### config.mk
export PLATFORM = sky130hd
export DESIGN_NAME = fir_out_collector
export DESIGN_NICKNAME = d
export VERILOG_FILES = /design/src/rtl/fir_out_collector.sv
export SDC_FILE = /design/constraint.sdc
export NUM_CORES = 1
export LEC_CHECK = 0
export ABC_AREA = 1
export CORE_MARGIN = 2
export CORE_UTILIZATION = 58
export CTS_BUF_LIST = sky130_fd_sc_hd__clkbuf_16
export DETAILED_ROUTE_END_ITERATION = 16
export GPL_TIMING_DRIVEN = 0
export PLACE_DENSITY = 0.76
export REMOVE_ABC_BUFFERS = 1
export SYNTH_ARGS = -nofsm -noshare
export SYNTH_HDL_FRONTEND = slang
export SYNTH_SLANG_ARGS = --single-unit
export TNS_END_PERCENT = 50
### constraint.sdc
create_clock -name clk -period 6.09 [get_ports clk]
set_clock_uncertainty 0.15 [all_clocks]
set_input_delay 1.218 -clock clk [delete_from_list [all_inputs] [get_ports clk]]
set_output_delay 1.218 -clock clk [all_outputs]
set_load 0.1 [all_outputs]
### src/rtl/fir_out_collector.sv
// Output-side collector for the 16-tap FIR: drops pipeline-fill samples, buffers results in a FIFO,
// and streams them out over valid/ready. Define FIR_COLLECT_SAT_DETECT_EN to count full-scale samples.
module fir_out_collector #(
    parameter int DATA_WIDTH   = 16,
    parameter int DEPTH        = 16,
    parameter int FILL_SAMPLES = 24,
    parameter int CNT_WIDTH    = 16
) (
    input  logic                       clk,
    input  logic                       rst_n,
    input  logic                       enable,
    input  logic [DATA_WIDTH-1:0]      y_in,
    input  logic                       flush,
    input  logic                       clr_status,
    output logic                       m_valid,
    input  logic                       m_ready,
    output logic [DATA_WIDTH-1:0]      m_data,
    output logic [$clog2(DEPTH):0]     level,
    output logic                       fill_done,
    output logic                       overflow,
    output logic [CNT_WIDTH-1:0]       drop_count,
    output logic [CNT_WIDTH-1:0]       sat_count
);

    localparam int PTR_W  = $clog2(DEPTH);
    localparam int LVL_W  = PTR_W + 1;
    localparam int DISC_W = $clog2(FILL_SAMPLES + 1);

    typedef enum logic {DISCARD, COLLECT} state_t;

    state_t                  state_q, state_d;
    logic [DISC_W-1:0]       disc_cnt_q, disc_cnt_d;
    logic                    fill_done_q, fill_done_d;
    logic [PTR_W-1:0]        wr_ptr_q, wr_ptr_d;
    logic [PTR_W-1:0]        rd_ptr_q, rd_ptr_d;
    logic [LVL_W-1:0]        level_q, level_d;
    logic                    m_valid_q, m_valid_d;
    logic [DATA_WIDTH-1:0]   m_data_q, m_data_d;
    logic                    overflow_q, overflow_d;
    logic [CNT_WIDTH-1:0]    drop_count_q, drop_count_d;
    logic [DATA_WIDTH-1:0]   mem_q [DEPTH];

    logic                    capture;
    logic                    pop;
    logic                    full;
    logic                    push_req;
    logic                    push;
    logic                    drop;
    logic [DATA_WIDTH-1:0]   head;

    // Flush masks both capture and pop so the same-cycle events are ignored.
    always_comb begin
        capture  = enable & ~flush;
        pop      = m_valid_q & m_ready & ~flush;
        full     = (level_q == LVL_W'(DEPTH));
        push_req = capture & (state_q == COLLECT);
        push     = push_req & (~full | pop);
        drop     = push_req & full & ~pop;
    end

    always_comb begin
        state_d     = state_q;
        disc_cnt_d  = disc_cnt_q;
        fill_done_d = fill_done_q;
        if (flush) begin
            state_d     = DISCARD;
            disc_cnt_d  = '0;
            fill_done_d = 1'b0;
        end else if (capture && state_q == DISCARD) begin
            if (disc_cnt_q == DISC_W'(FILL_SAMPLES - 1)) begin
                state_d     = COLLECT;
                disc_cnt_d  = '0;
                fill_done_d = 1'b1;
            end else begin
                disc_cnt_d = disc_cnt_q + DISC_W'(1);
            end
        end
    end

    always_comb begin
        wr_ptr_d = wr_ptr_q;
        rd_ptr_d = rd_ptr_q;
        level_d  = level_q;
        if (flush) begin
            wr_ptr_d = '0;
            rd_ptr_d = '0;
            level_d  = '0;
        end else begin
            if (push) wr_ptr_d = wr_ptr_q + PTR_W'(1);
            if (pop)  rd_ptr_d = rd_ptr_q + PTR_W'(1);
            case ({push, pop})
                2'b10:   level_d = level_q + LVL_W'(1);
                2'b01:   level_d = level_q - LVL_W'(1);
                default: level_d = level_q;
            endcase
        end
    end

    // The output register loads the new head; a push landing on the head slot is forwarded
    // because the memory write has not happened yet on this edge.
    always_comb begin
        if (push && (wr_ptr_q == rd_ptr_d)) begin
            head = y_in;
        end else begin
            head = mem_q[rd_ptr_d];
        end
        m_valid_d = (level_d != '0);
        m_data_d  = m_valid_d ? head : m_data_q;
    end

    always_comb begin
        overflow_d   = overflow_q;
        drop_count_d = drop_count_q;
        if (clr_status) begin
            overflow_d   = 1'b0;
            drop_count_d = '0;
        end else if (drop) begin
            overflow_d = 1'b1;
            if (drop_count_q != '1) drop_count_d = drop_count_q + CNT_WIDTH'(1);
        end
    end

    always_ff @(posedge clk or negedge rst_n) begin
        if (!rst_n) begin
            state_q      <= DISCARD;
            disc_cnt_q   <= '0;
            fill_done_q  <= 1'b0;
            wr_ptr_q     <= '0;
            rd_ptr_q     <= '0;
            level_q      <= '0;
            m_valid_q    <= 1'b0;
            m_data_q     <= '0;
            overflow_q   <= 1'b0;
            drop_count_q <= '0;
        end else begin
            state_q      <= state_d;
            disc_cnt_q   <= disc_cnt_d;
            fill_done_q  <= fill_done_d;
            wr_ptr_q     <= wr_ptr_d;
            rd_ptr_q     <= rd_ptr_d;
            level_q      <= level_d;
            m_valid_q    <= m_valid_d;
            m_data_q     <= m_data_d;
            overflow_q   <= overflow_d;
            drop_count_q <= drop_count_d;
        end
    end

    always_ff @(posedge clk) begin
        if (push) mem_q[wr_ptr_q] <= y_in;
    end

`ifdef FIR_COLLECT_SAT_DETECT_EN
    localparam logic [DATA_WIDTH-1:0] POS_FS = {1'b0, {(DATA_WIDTH-1){1'b1}}};
    localparam logic [DATA_WIDTH-1:0] NEG_FS = {1'b1, {(DATA_WIDTH-1){1'b0}}};

    logic [CNT_WIDTH-1:0] sat_count_q, sat_count_d;
    logic                 sat_hit;

    // Counted on every collect-phase capture, including samples that end up dropped.
    always_comb begin
        sat_hit     = push_req & ((y_in == POS_FS) | (y_in == NEG_FS));
        sat_count_d = sat_count_q;
        if (clr_status) begin
            sat_count_d = '0;
        end else if (sat_hit && sat_count_q != '1) begin
            sat_count_d = sat_count_q + CNT_WIDTH'(1);
        end
    end

    always_ff @(posedge clk or negedge rst_n) begin
        if (!rst_n) sat_count_q <= '0;
        else        sat_count_q <= sat_count_d;
    end

    assign sat_count = sat_count_q;
`else
    assign sat_count = '0;
`endif

    assign m_valid    = m_valid_q;
    assign m_data     = m_data_q;
    assign level      = level_q;
    assign fill_done  = fill_done_q;
    assign overflow   = overflow_q;
    assign drop_count = drop_count_q;

endmodule

==> impl_metrics.tcl <==
set metrics [dict create \
    outcome "completed" \
    final-max-slew-violation-count 0 \
    hold_path.startpoint "disc_cnt_q[3]" \
    mostFrequentLayoutCell "nand3_1" \
    finalCritPeriodShare 0.903 \
    hpwl_um 20600 \
    worstPathRequired_ns 6.39 \
    worst_hold_slack_ns 0.364 \
    avgRoutedWirePerCell_um 18.8 \
    num_rows 58 \
    crit_path_frequent_cell "nand2_1" \
    seq_power_share 0.457 \
    synth-edff-count 256 \
    worstPathArrival_ns 5.80 \
    io_pins 78 \
    r2r_start "m_valid" \
    timing.max_cap.violations 0 \
    synth.cell_area_mm2 0.0146 \
    leakage_power_nw 7.01 \
    slowest_cell_on_the_critical_path "xor2_2" \
    initial_core_util 0.585 \
    syn_inst 1471 \
    dp_cells 1808 \
    final-instance-count-excl-fill 1865 \
    ctsResizeCount 0 \
    post_synth.cell_area_avg_um2 9.93 \
    grt_pass1_vias 10400 \
    routed_wirelength_um 35100 \
    layout_common_cells "327 x nand3_1, 279 x nand2_1, 256 x edfxtp_1" \
    share_clk_of_total_power 0.324 \
    ys.warnings.count 0 \
    wire_length_of_the_first_global_routing_pass_um 54700 \
    post_route_cells_drive_above_1_share 0.0762 \
    max_slew.worst_pin.slew_ns 1.42 \
    timing_worst_setup_path_type "primary input to flop" \
    area.growth.synth_to_final_pct 13.3 \
    crit_path_cell_trace "clkdlybuf4s50_1 > nor2_2 > nand2_4 > buf_16 > o21ai_1 > nand3_2 > xor2_2 > nand2_4 > nand2_1 > nand2_1 > nand2_1 > nand2_1" \
    hold_buffers 0 \
    sequential_share_of_the_synthesized_area 0.617 \
    setup_violations 0 \
    hold_depth 1 \
    hold_violations 0 \
    path_buf_inv 2 \
    tritoncts "done" \
    fmaxAchievable_mhz 182 \
    endpoint_kind "flop" \
    worst_slew_margin_rel 0.0506 \
    cts_max_level 1 \
    postSynth.asyncResetShare 0.172 \
    coreArea_mm2 0.0250 \
    synth_top_flop_cell "edfxtp_1" \
    crit_path_start_kind "primary input" \
    power_frac_comb 0.220 \
    worstReg2RegEnd "m_data[5]" \
    postSynthRegisterBits 309 \
    dieArea_mm2 0.0265 \
    p_switching_w 0.00173 \
    diodes 0 \
    cts_buffer_depth 3 \
    grt_remaining_overflow 0 \
    synth_cell_type_count 43 \
    routed-via-count 10700 \
    power.switching_fraction 0.327 \
    grt_max_degree 78 \
    globalplace.congestion 0.876 \
    post-cts-setup-buffers 0 \
    period_minus_slack_ns 5.50 \
    pwr_total_w 0.00528 \
    final_stage_net_count 1541 \
    initialDrtViolationCount 1031 \
    maximum_ir_drop_on_the_vdd_rail_mv 0.286 \
    setup_repair_after_global_routing_missed_its_margin "no" \
    antenna_left 0 \
    drt_first_pass_iters 5 \
    power_report.internal_total_w 0.00355 \
    globalRouteTotalUtil 0.267 \
    holdPathEnd "disc_cnt_q[3]" \
    dieHeight_um 163 \
    cts_num_sinks 309 \
    die_width_um 163 \
    drt_drc_violations_left 0 \
    post_drt_via_cell_ratio 5.71 \
    total_cts_buffers 31 \
    path_delay_family "simple AND/OR/NAND/NOR gates" \
    worst_r2r_path_depth 12 \
    power_density_mw_per_mm2 319 \
    min_path_type "flop to flop" \
    clk-insertion-delay-late_ns 0.57 \
    worst-r2r-setup-slack_ns 1.61 \
    timing.critical_path.slowest_cell_delay_ns 1.14 \
    worst-path-max-fanout 74 \
    number_of_port_buffers 61 \
    clock-root-buffer "clkbuf_16" \
    path_clk_slew_ns 0.06 \
    antenna_found_initial 1 \
]
flip-flops by register name (all words and copies together), names as in the netlist:
| name | count |
|---|---|
| disc_cnt_q | 5 |
| drop_count | 16 |
| fill_done | 1 |
| level | 5 |
| m_data | 16 |
| m_valid | 1 |
| mem_q | 256 |
| overflow | 1 |
| rd_ptr_q | 4 |
| wr_ptr_q | 4 |
stage by stage:
stage / setup WS [ns] / area [µm²] / setup TNS [ns] / utilization
3_5_place_dp: 0.107 / 15700 / 0 / 0.627
5_1_grt: 0.375 / 16600 / 0 / 0.663
4_1_cts: 0.662 / 16600 / 0 / 0.663
2_1_floorplan: -1.58 / 14200 / -25.72 / -
6_report: 0.591 / 16600 / 0 / 0.663
3_3_place_gp: -7.30 / 15200 / -122.97 / 0.609
worst reg2reg max path: stages, from the launching register on:
cell and delay, ns:
dfrtp_1 0.41, nand2_2 0.14, inv_2 0.13, nand2_4 0.48, buf_16 0.44, o21ai_1 0.18
nand3_2 0.51, xor2_2 1.14, nand2_4 0.38, nand2_1 0.17, nand2_1 0.10, nand2_1 0.08
nand2_1 0.07
kinds of logic (layout without fill, tap and decap cells):
group                      after synthesis  count (layout)  synth area share
DFF                                    309             309             0.617
buffers and inverters                  339             388            0.0974
and+or+nand+nor                        764             764             0.256
other                                    1              16          0.000257
xor gates and xnor gates                10              10           0.00651
AOI/OAI and AO/OA                       40              40            0.0166
adders and majority gates                8               8           0.00685
power groups by stage:
stage	combinational [W]	sequential (W)	clock, W
floorplan	0.000425	0.00285	0
global placement	0.00115	0.00245	0
detailed placement	0.00115	0.00245	0
CTS	0.00116	0.00241	0.00173
global route	0.00123	0.00241	0.00182
finish	0.00116	0.00241	0.00171
layout make-up:
type	count	area, µm²
clock inverter	26	125
multi-input combinational	838	4300
timing repair buffer	83	996
fill	1916	8410
tap	330	413
clock buffer	31	776
sequential	309	9010
inverter	248	933
layer usage:
layer  vias up  part of all wire  track usage
met5         -           0.00046            0
met4         2             0.030        0.109
met3        97             0.077       0.0430
met2       465              0.51        0.469
met1      5127              0.38        0.330
li1       4959                 -            -
synth_stat cells, types with 2 or more instances:
cell / number / area share
nand2_4: 3 / 0.0023
nor2_8: 2 / 0.0027
nor3_1: 7 / 0.0024
o21a_1: 2 / 0.0010
buf_6: 4 / 0.0031
nand3_1: 327 / 0.11
nand3_4: 3 / 0.0036
nor2_1: 40 / 0.010
clkbuf_1: 17 / 0.0044
nor2_2: 4 / 0.0017
o31ai_1: 8 / 0.0041
a21oi_1: 10 / 0.0034
buf_1: 9 / 0.0023
o21ai_0: 9 / 0.0031
inv_1: 237 / 0.061
dfrtp_1: 53 / 0.091
nand4_1: 21 / 0.0090
nand3b_1: 65 / 0.033
xor2_1: 8 / 0.0048
inv_2: 7 / 0.0018
nand3_2: 3 / 0.0021
o21ai_1: 4 / 0.0014
ha_1: 8 / 0.0068
clkinv_1: 3 / 0.00077
buf_4: 17 / 0.0087
nor2_4: 2 / 0.0015
buf_2: 44 / 0.015
nand2_1: 282 / 0.072
edfxtp_1: 256 / 0.53
nand2_2: 3 / 0.0013
how the worst max path moves through the flow:
stage                       to   from  depth (start not counted)  slack, ns
global route        m_data[12]  flush                         12       0.38
global placement    m_data[12]  flush                         14      -7.30
CTS                  m_data[5]  flush                         12       0.66
floorplan            m_data[0]  flush                         13      -1.58
detailed placement  m_data[12]  flush                         12       0.11
finish               m_data[5]  flush                         12       0.59
Note: power is estimated with default switching activity, not from simulation.
